===== src/rtl/riscv_pkg.sv =====
// Shared fetch definitions: FSM state encoding, NOP word, reset PC and PC step.
package riscv_pkg;

  typedef enum logic [2:0] {
    ST_IDLE  = 3'd0,
    ST_REQ   = 3'd1,
    ST_WAIT  = 3'd2,
    ST_HOLD  = 3'd3,
    ST_FAULT = 3'd4
  } fetch_state_e;

  localparam logic [31:0] NOP_INSTR        = 32'h0000_0013;
  localparam logic [31:0] DEFAULT_RESET_PC = 32'h0000_0000;
  localparam int unsigned PC_INC           = 4;

endpackage


===== src/rtl/instr_fetch_pc.sv =====
// Program counter and next-PC select. A load takes redirect, then the pending
// target, then PC+4. A latch captures a redirect as pending without moving PC,
// so the address of an in-flight request stays stable.
module instr_fetch_pc
  import riscv_pkg::*;
#(
  parameter int              XLEN     = 32,
  parameter logic [XLEN-1:0] RESET_PC = XLEN'(DEFAULT_RESET_PC)
) (
  input  logic            clk_i,
  input  logic            rst_ni,
  input  logic            redir_i,
  input  logic [XLEN-1:0] redir_pc_i,
  input  logic            latch_i,
  input  logic            load_i,
  input  logic            clr_i,
  output logic [XLEN-1:0] pc_o,
  output logic            pend_o
);

  logic [XLEN-1:0] pc_q, pc_d;
  logic [XLEN-1:0] pend_pc_q, pend_pc_d;
  logic            pend_q, pend_d;

  // next PC and pending target selection
  always_comb begin
    pc_d      = pc_q;
    pend_d    = pend_q;
    pend_pc_d = pend_pc_q;
    if (clr_i) begin
      pend_d = 1'b0;
    end else if (load_i) begin
      if (redir_i) begin
        pc_d = redir_pc_i;
      end else if (pend_q) begin
        pc_d = pend_pc_q;
      end else begin
        pc_d = pc_q + XLEN'(PC_INC);
      end
      pend_d = 1'b0;
    end else if (latch_i && redir_i) begin
      pend_d    = 1'b1;
      pend_pc_d = redir_pc_i;
    end
  end

  // PC and pending registers
  always_ff @(posedge clk_i) begin
    if (!rst_ni) begin
      pc_q      <= RESET_PC;
      pend_q    <= 1'b0;
      pend_pc_q <= RESET_PC;
    end else begin
      pc_q      <= pc_d;
      pend_q    <= pend_d;
      pend_pc_q <= pend_pc_d;
    end
  end

  assign pc_o   = pc_q;
  assign pend_o = pend_q;

endmodule


===== src/rtl/instr_fetch_ctrl.sv =====
// Instruction fetch controller: request/response handshake with instruction
// memory, holding the fetched word for the decoder, and redirect handling.
// Optional macro FETCH_MISALIGN_CHECK_EN: misaligned redirect targets trap into
// FAULT; without it the low two target bits are forced to zero.
//
// state | meaning
// IDLE  | one cycle after reset, then fetch starts
// REQ   | imem_req high at PC, waiting for grant
// WAIT  | granted, waiting for read data
// HOLD  | instruction presented to decoder
// FAULT | misaligned redirect seen, no fetching
module instr_fetch_ctrl
  import riscv_pkg::*;
#(
  parameter int              XLEN     = 32,
  parameter logic [XLEN-1:0] RESET_PC = XLEN'(DEFAULT_RESET_PC)
) (
  input  logic            clk,
  input  logic            rst,
  output logic            imem_req,
  output logic [XLEN-1:0] imem_addr,
  input  logic            imem_gnt,
  input  logic            imem_rvalid,
  input  logic [XLEN-1:0] imem_rdata,
  input  logic            redirect_valid,
  input  logic [XLEN-1:0] redirect_pc,
  output logic            instr_valid,
  input  logic            instr_ready,
  output logic [XLEN-1:0] instruction,
  output logic [XLEN-1:0] instr_pc,
  output logic            fetch_fault
);

  fetch_state_e    state_q, state_d;
  logic            discard_q, discard_d;
  logic [XLEN-1:0] instr_q, instr_d;
  logic [XLEN-1:0] ipc_q, ipc_d;
  logic            pc_latch, pc_load, pc_clr;
  logic [XLEN-1:0] pc;
  logic            pend;
  logic            redir_ok, redir_bad;
  logic [XLEN-1:0] redir_pc_m;

`ifdef FETCH_MISALIGN_CHECK_EN
  assign redir_pc_m  = redirect_pc;
  assign redir_bad   = redirect_valid && (redirect_pc[1:0] != 2'b00);
  assign fetch_fault = (state_q == ST_FAULT);
`else
  logic unused_redir_lo;
  assign unused_redir_lo = ^redirect_pc[1:0];
  assign redir_pc_m  = {redirect_pc[XLEN-1:2], 2'b00};
  assign redir_bad   = 1'b0;
  assign fetch_fault = 1'b0;
`endif

  assign redir_ok = redirect_valid && !redir_bad;

  instr_fetch_pc #(
    .XLEN     (XLEN),
    .RESET_PC (RESET_PC)
  ) u_pc (
    .clk_i      (clk),
    .rst_ni     (rst),
    .redir_i    (redir_ok),
    .redir_pc_i (redir_pc_m),
    .latch_i    (pc_latch),
    .load_i     (pc_load),
    .clr_i      (pc_clr),
    .pc_o       (pc),
    .pend_o     (pend)
  );

  // next state, captured instruction and PC-update controls
  always_comb begin
    state_d   = state_q;
    discard_d = discard_q;
    instr_d   = instr_q;
    ipc_d     = ipc_q;
    pc_latch  = 1'b0;
    pc_load   = 1'b0;
    pc_clr    = 1'b0;
    unique case (state_q)
      ST_IDLE: begin
        pc_load = redir_ok;
        state_d = ST_REQ;
      end
      ST_REQ: begin
        pc_latch = 1'b1;
        if (imem_gnt) begin
          discard_d = pend | redir_ok;
          state_d   = ST_WAIT;
        end
      end
      ST_WAIT: begin
        pc_latch = 1'b1;
        if (redir_ok) discard_d = 1'b1;
        if (imem_rvalid) begin
          if (redir_ok || discard_q) begin
            pc_load   = 1'b1;
            discard_d = 1'b0;
            state_d   = ST_REQ;
          end else begin
            instr_d = imem_rdata;
            ipc_d   = pc;
            state_d = ST_HOLD;
          end
        end
      end
      ST_HOLD: begin
        if (redir_ok || instr_ready) begin
          pc_load = 1'b1;
          state_d = ST_REQ;
        end
      end
      ST_FAULT: begin
        if (redir_ok) begin
          pc_load = 1'b1;
          state_d = ST_REQ;
        end
      end
      default: state_d = ST_IDLE;
    endcase
    // a misaligned target overrides everything and parks the fetch unit
    if (redir_bad) begin
      pc_latch  = 1'b0;
      pc_load   = 1'b0;
      pc_clr    = 1'b1;
      discard_d = 1'b0;
      state_d   = ST_FAULT;
    end
  end

  // FSM and output registers
  always_ff @(posedge clk) begin
    if (!rst) begin
      state_q   <= ST_IDLE;
      discard_q <= 1'b0;
      instr_q   <= XLEN'(NOP_INSTR);
      ipc_q     <= '0;
    end else begin
      state_q   <= state_d;
      discard_q <= discard_d;
      instr_q   <= instr_d;
      ipc_q     <= ipc_d;
    end
  end

  assign imem_req    = (state_q == ST_REQ);
  assign imem_addr   = pc;
  assign instr_valid = (state_q == ST_HOLD);
  assign instruction = instr_q;
  assign instr_pc    = ipc_q;

endmodule


===== config.mk =====
export PLATFORM = sky130hd
export DESIGN_NAME = instr_fetch_ctrl
export DESIGN_NICKNAME = d
export VERILOG_FILES = /design/src/rtl/riscv_pkg.sv /design/src/rtl/instr_fetch_pc.sv /design/src/rtl/instr_fetch_ctrl.sv
export SDC_FILE = /design/constraint.sdc
export NUM_CORES = 1
export LEC_CHECK = 0
export ABC_AREA = 1
export BUFFER_PORTS_ARGS = -buffer_cell sky130_fd_sc_hd__clkbuf_2
export CORE_ASPECT_RATIO = 0.9
export CORE_MARGIN = 8
export CORE_UTILIZATION = 52
export DETAILED_ROUTE_END_ITERATION = 16
export PLACE_DENSITY = 0.86
export RECOVER_POWER = 100
export SYNTH_ARGS = -nofsm -noshare
export SYNTH_HDL_FRONTEND = slang
export SYNTH_SLANG_ARGS = --single-unit

===== constraint.sdc =====
create_clock -name clk -period 3.45 [get_ports clk]
set_clock_uncertainty 0.15 [all_clocks]
set_input_delay 0.1725 -clock clk [delete_from_list [all_inputs] [get_ports clk]]
set_output_delay 0.1725 -clock clk [all_outputs]
set_load 0.03 [all_outputs]

### Yosys cells after proc, flatten, opt, wreduce, memory -nomap -nowiden

Index checks and enable logic that the tools add are counted.

* equality and inequality tests: 8
* $add $sub $neg: 1
* reduce and logical (&&, ||, !) cells: 11
* muxes and demuxes: 19
* bitwise logic cells: 4

Operator list (number)
* two-way mux 32 bit: 2
* adder 32 x 3 -> 32 bit (second input constant): 1
* one-hot mux 3 bit (5 select lines): 1
* two-way mux 3 bit: 4
* two-way mux 1 bit: 9
* equality test 3 x 2 -> 1 bit (second input constant): 2
* inequality test 2 x 1 -> 1 bit (second input constant): 2
* inequality test 2 bit (second input constant): 2
* one-hot mux 1 bit (4 select lines): 1
* AND reduction 2 bit: 2
* AND reduction 4 bit: 1
* OR reduction 2 bit: 2
* equality test 3 x 1 -> 1 bit (second input constant): 1
* equality test 3 bit (second input constant): 1
* zero test 3 bit: 1
* inverter 1 bit: 3
* AND reduction 3 bit: 1
* logical OR 1 bit: 2
* two-way mux 2 bit: 1
* one-hot mux 1 bit (2 select lines): 1
* nonzero test 2 bit: 1
* logical AND 1 bit: 1
* bitwise OR 1 bit: 1

* input port bits: 70
* logic and storage cells: 50
* register bits after elaboration: 131

### Logic depth before layout (Yosys ltp)

* word-level depth: 6
* gate-level depth with buffers: 11
* mapped depth without buffers: 11

### Hierarchy

Synthesis repeated with hierarchy kept, for this count alone.

* cell total of the unflattened synthesis: 921
* area, all modules: 6206.0 um^2

By module, submodules not included
* instr_fetch_pc: cells each 594, sequential area each 1301.2 um^2, instances 1, area each 3667.3 um^2
* instr_fetch_ctrl: cells each 327, sequential area each 1341.3 um^2, instances 1, area each 2538.7 um^2

### Worst setup path before layout

OpenSTA, ideal clock, no wires.

* kind: register to register
* start point: register u_pc.pc_q[3] (netlist: u_pc.pc_o[3])
* end point: register u_pc.pc_q[26] (netlist: u_pc.pc_o[26])
* library setup time: 113 ps
* slack: 1611 ps
* path buffers: 0
* data required time: 3187 ps
* data arrival time: 1576 ps
* stages on the path, launching flop included: 11
* path through: dfxtp_1 > ha_1 > nand2_1 > nor2_4 > nand2_2 > nor2_4 > nand3_1 > nand3_1 > nand2_1 > nand2_1 > nand2_1

* word-level cells in the longest chain between the ends: 3

RTL lines
* start: declaration: line instr_fetch_pc.sv:21 `logic [XLEN-1:0] pc_q, pc_d;`
* start signal: assignment: line instr_fetch_pc.sv:54 `pc_q <= pc_d;`
* adder 32 x 3 -> 32 bit: line instr_fetch_pc.sv:38 `pc_d = pc_q + XLEN'(PC_INC);`
* two-way mux 32 bit: line instr_fetch_pc.sv:35 `end else if (pend_q) begin`
* two-way mux 32 bit: line instr_fetch_pc.sv:33 `if (redir_i) begin`

Every way passes these cells.
A chain may end at the register's enable or synchronous reset.

### Final worst setup path

* start point: register state_q[0]
* end point: register u_pc.pc_q[22] (netlist: u_pc.pc_o[22])

* word-level cells in the longest chain between the ends: 2
* elaborated cells between the ends (all ways): 5
* classes of those cells: 3 x eq/ne; 1 x mux; 1 x reduce/logical

RTL lines
* start: declaration: line instr_fetch_ctrl.sv:34 `fetch_state_e state_q, state_d;`
* start signal: assignment: line instr_fetch_ctrl.sv:141 `state_q <= state_d;`
* equality test 3 bit, or another cell as far along: line instr_fetch_ctrl.sv:82 `unique case (state_q)`
* one-hot mux 1 bit (4 select lines) *: line instr_fetch_ctrl.sv:82

Mark *: on every way between the ends. The rest lies on a longest branch, timed or not.

==> run metrics <==
status=finished, final reports clean; Final setup viols=0; sum of negative setup slack=0 ns; prevailing post-synth register cell=dfxtp_1; Tot GR Track Use=25.72%; Worst-Margin Slew=1.093 ns; total power=4.990 mW; post-synth top area cell=dfxtp_1; Max stage delay on crit path=0.49 ns; P&R area growth vs syn=32.17%; Routed WL=19640 microns; CTS max path bufs=2; initial antenna violation count=0; largest net degree at the start of global routing=66; Post-route DRC=0; Pleak=3.316 nW; Most Frequent Cell on Critical Path=nand2_1; cells after synthesis=879; pwr dens=639.9 nW/um^2; Hold Crit Depth=4; Async SR Flop Fraction=0%; core area=11250 sq um; Post-synth EDFFs=0; clock sink count=126; Layout fillers=1040; chip width=128.3 microns; CTS HTree Levels=4; Crit path required time=3.67 ns; vias in the first global route=6210; FMAX=365.4 MHz; clock root buffer=clkbuf_16; min Tclk post-route=2.737 ns; first-pass GRT wire length=30420 microns; cells along the critical path=inv_1, ha_1, nand2_1, o22ai_1, nand2_1, nand2_1, inv_4, nand2_1, nand2_1; Slowest-stage cell, CP=nand2_1; number of iterations in the first detailed-routing pass=5; CTS resizes=0; global placer's final weighted congestion=0.9528; Crit Path Category=reg2reg; Die ar.=15010 sq um; Multi-input gate area=2928 sq um; FF+latch count, synth=126; max-cap viol count=0; Worst setup EP type=flop; post-detailed-route count of antenna-violating nets=0; PortBufs=161; Mapped Area=5899 sq um; CTS tree=built; DP Wirelength=12920 microns; initial core utilization=52.44%; RSZ-0062 raised after global routing=false; Die Ht=117.0 microns; r2r worst-path depth=9; post-synth cell types=30; Post-Syn Area per Cell=6.711 sq um; Hold Crit Class=in2reg; final period utilization=79.33%; average wire per standard cell=15.71 microns; Synth top area share=42.76%; row count=37; CP Launch Type=flop; IO Pins=169; gr ovfl total=0; Slew Limit Headroom=27.03%; Vias/cell=5.299; Synthesis Warnings=0; Hold Fails Final Rpt=0; Max Slew Vio Count=0; Final nets=1156; VDD IR max=0.0005852 V; Num CTS Buffers=17; CP arrival=2.95 ns; register area share after synthesis=42.76%; vias=6624; clock slew at reported path FFs=0.06 ns; Max FO, Critical Path=19; Storage cell area=2522 sq um; First DRT Iteration DRCs=735; Area contributors post-synth=dfxtp_1 (43%), nand2_1 (14%), nor2_1 (9.8%), o21ai_0 (7.2%), a21oi_1 (7.1%); share of cells above drive strength 1=10.80%; clk_lat worst skew=0.42 ns
==> flip-flops by register name, summed over array words and instances, names as in the netlist <==
signal and count:
instr_pc 30, u_pc.pend_pc_q 30, u_pc.pc_o 30, instruction 32, state_q 2, discard_q 1
u_pc.pend_o 1
==> routing by layer <==
metal | global-route usage [%] | wire length, microns
met4 | 12.97 | 660
met2 | 42.42 | 9473
met5 | 0 | 0
met3 | 7.745 | 1768
met1 | 29.99 | 7733
==> worst paths after layout <==
check	from	endpoint	slack [ns]
min reg2reg	u_pc.pend_pc_q[3]	u_pc.pend_pc_q[3]	0.31
max	state_q[0]	u_pc.pc_o[22]	0.71
min	imem_gnt	discard_q	0.04
max reg2reg	state_q[0]	u_pc.pc_o[22]	0.71
==> repair_timing <==
item	4_1_cts	5_1_grt
setup buffers	0	0
endpoints found under the setup margin	0	0
hold endpoints to repair	88	0
hold buffers	63	0
==> area by class of cell <==
type                    count  area share (%)
diodes                      1         0.03209
clock buffers              22           6.082
clock inverters            10           1.444
inverters                  49           2.391
multi-input cells         654           37.55
flip-flops and latches    126           32.35
well taps                 156           2.503
repair buffers            232           17.65
==> synthesized netlist by cell type (5+ instances only) <==
master	instances
clkbuf_1	26
buf_2	16
nor2_1	154
buf_4	7
xor2_1	5
ha_1	6
a21oi_1	84
nand2_2	5
o21ai_0	85
inv_1	45
dfxtp_1	126
nand3_1	76
nand2_1	215
==> critical path, delay by kind of cell, from the launching register on <==
kind                     cells  cell delay (ns)
flip-flops                   1             0.40
AO/OA/AOI/OAI                1             0.12
AND/OR/NAND/NOR              5             1.28
buffers and inverters        2             0.47
adder cells (fa/ha/maj)      1             0.25
==> cells in the final DEF (no fill, tap or decap), types with 2 or more instances in the layout <==
master	Yosys	routed
clkbuf_1	26	96
conb_1	1	5
o21ai_0	85	85
clkbuf_2	2	68
nand2_1	215	217
o211ai_1	2	2
clkbuf_8	0	3
o22ai_1	3	4
bufinv_16	0	2
and2_1	2	2
xor2_1	5	5
nand2_2	5	3
nor2_2	3	3
clkinvlp_4	0	5
clkinv_2	0	3
nand3_1	76	76
inv_1	45	46
dlygate4sd3_1	0	63
dfxtp_1	126	126
buf_4	7	7
clkbuf_16	0	17
nor2_4	3	3
ha_1	6	6
inv_2	3	2
nor2_1	154	154
a21oi_1	84	84
==> cells by family (layout without fill, tap and decap cells) <==
group	count (synthesis)	count (layout)	synth area share, %
AOI/OAI and AO/OA	176	176	15.23
xor gates and xnor gates	6	6	0.8908
adders and majority gates	6	6	1.273
buffers and inverters	103	313	7.678
DFF	126	126	42.76
muxes	1	1	0.1697
other	1	6	0.06357
and+or+nand+nor	460	460	31.94
==> stage by stage <==
step	setup WS (ns)	instances	instance area [sq um]	hold slack, ns	util [%]
CTS	1.094	1249	7926	0.003504	70.46
global placement	1.212	1154	6709	0.2350	59.64
global route	0.4542	1249	7795	0.02750	69.29
finish	0.7133	1250	7797	0.04099	69.31
detailed placement	1.134	1154	6709	0.2431	59.64
floorplan	1.611	883	5914	0.1493	-
==> power by group <==
part           switching (mW)  internal [mW]  total [mW]
Sequential              0.196           1.67        1.86
Clock                   0.657           1.12        1.77
Combinational           0.979          0.377        1.36
Total                    1.83           3.16        4.99
Note: power is estimated with default switching activity, not from simulation.
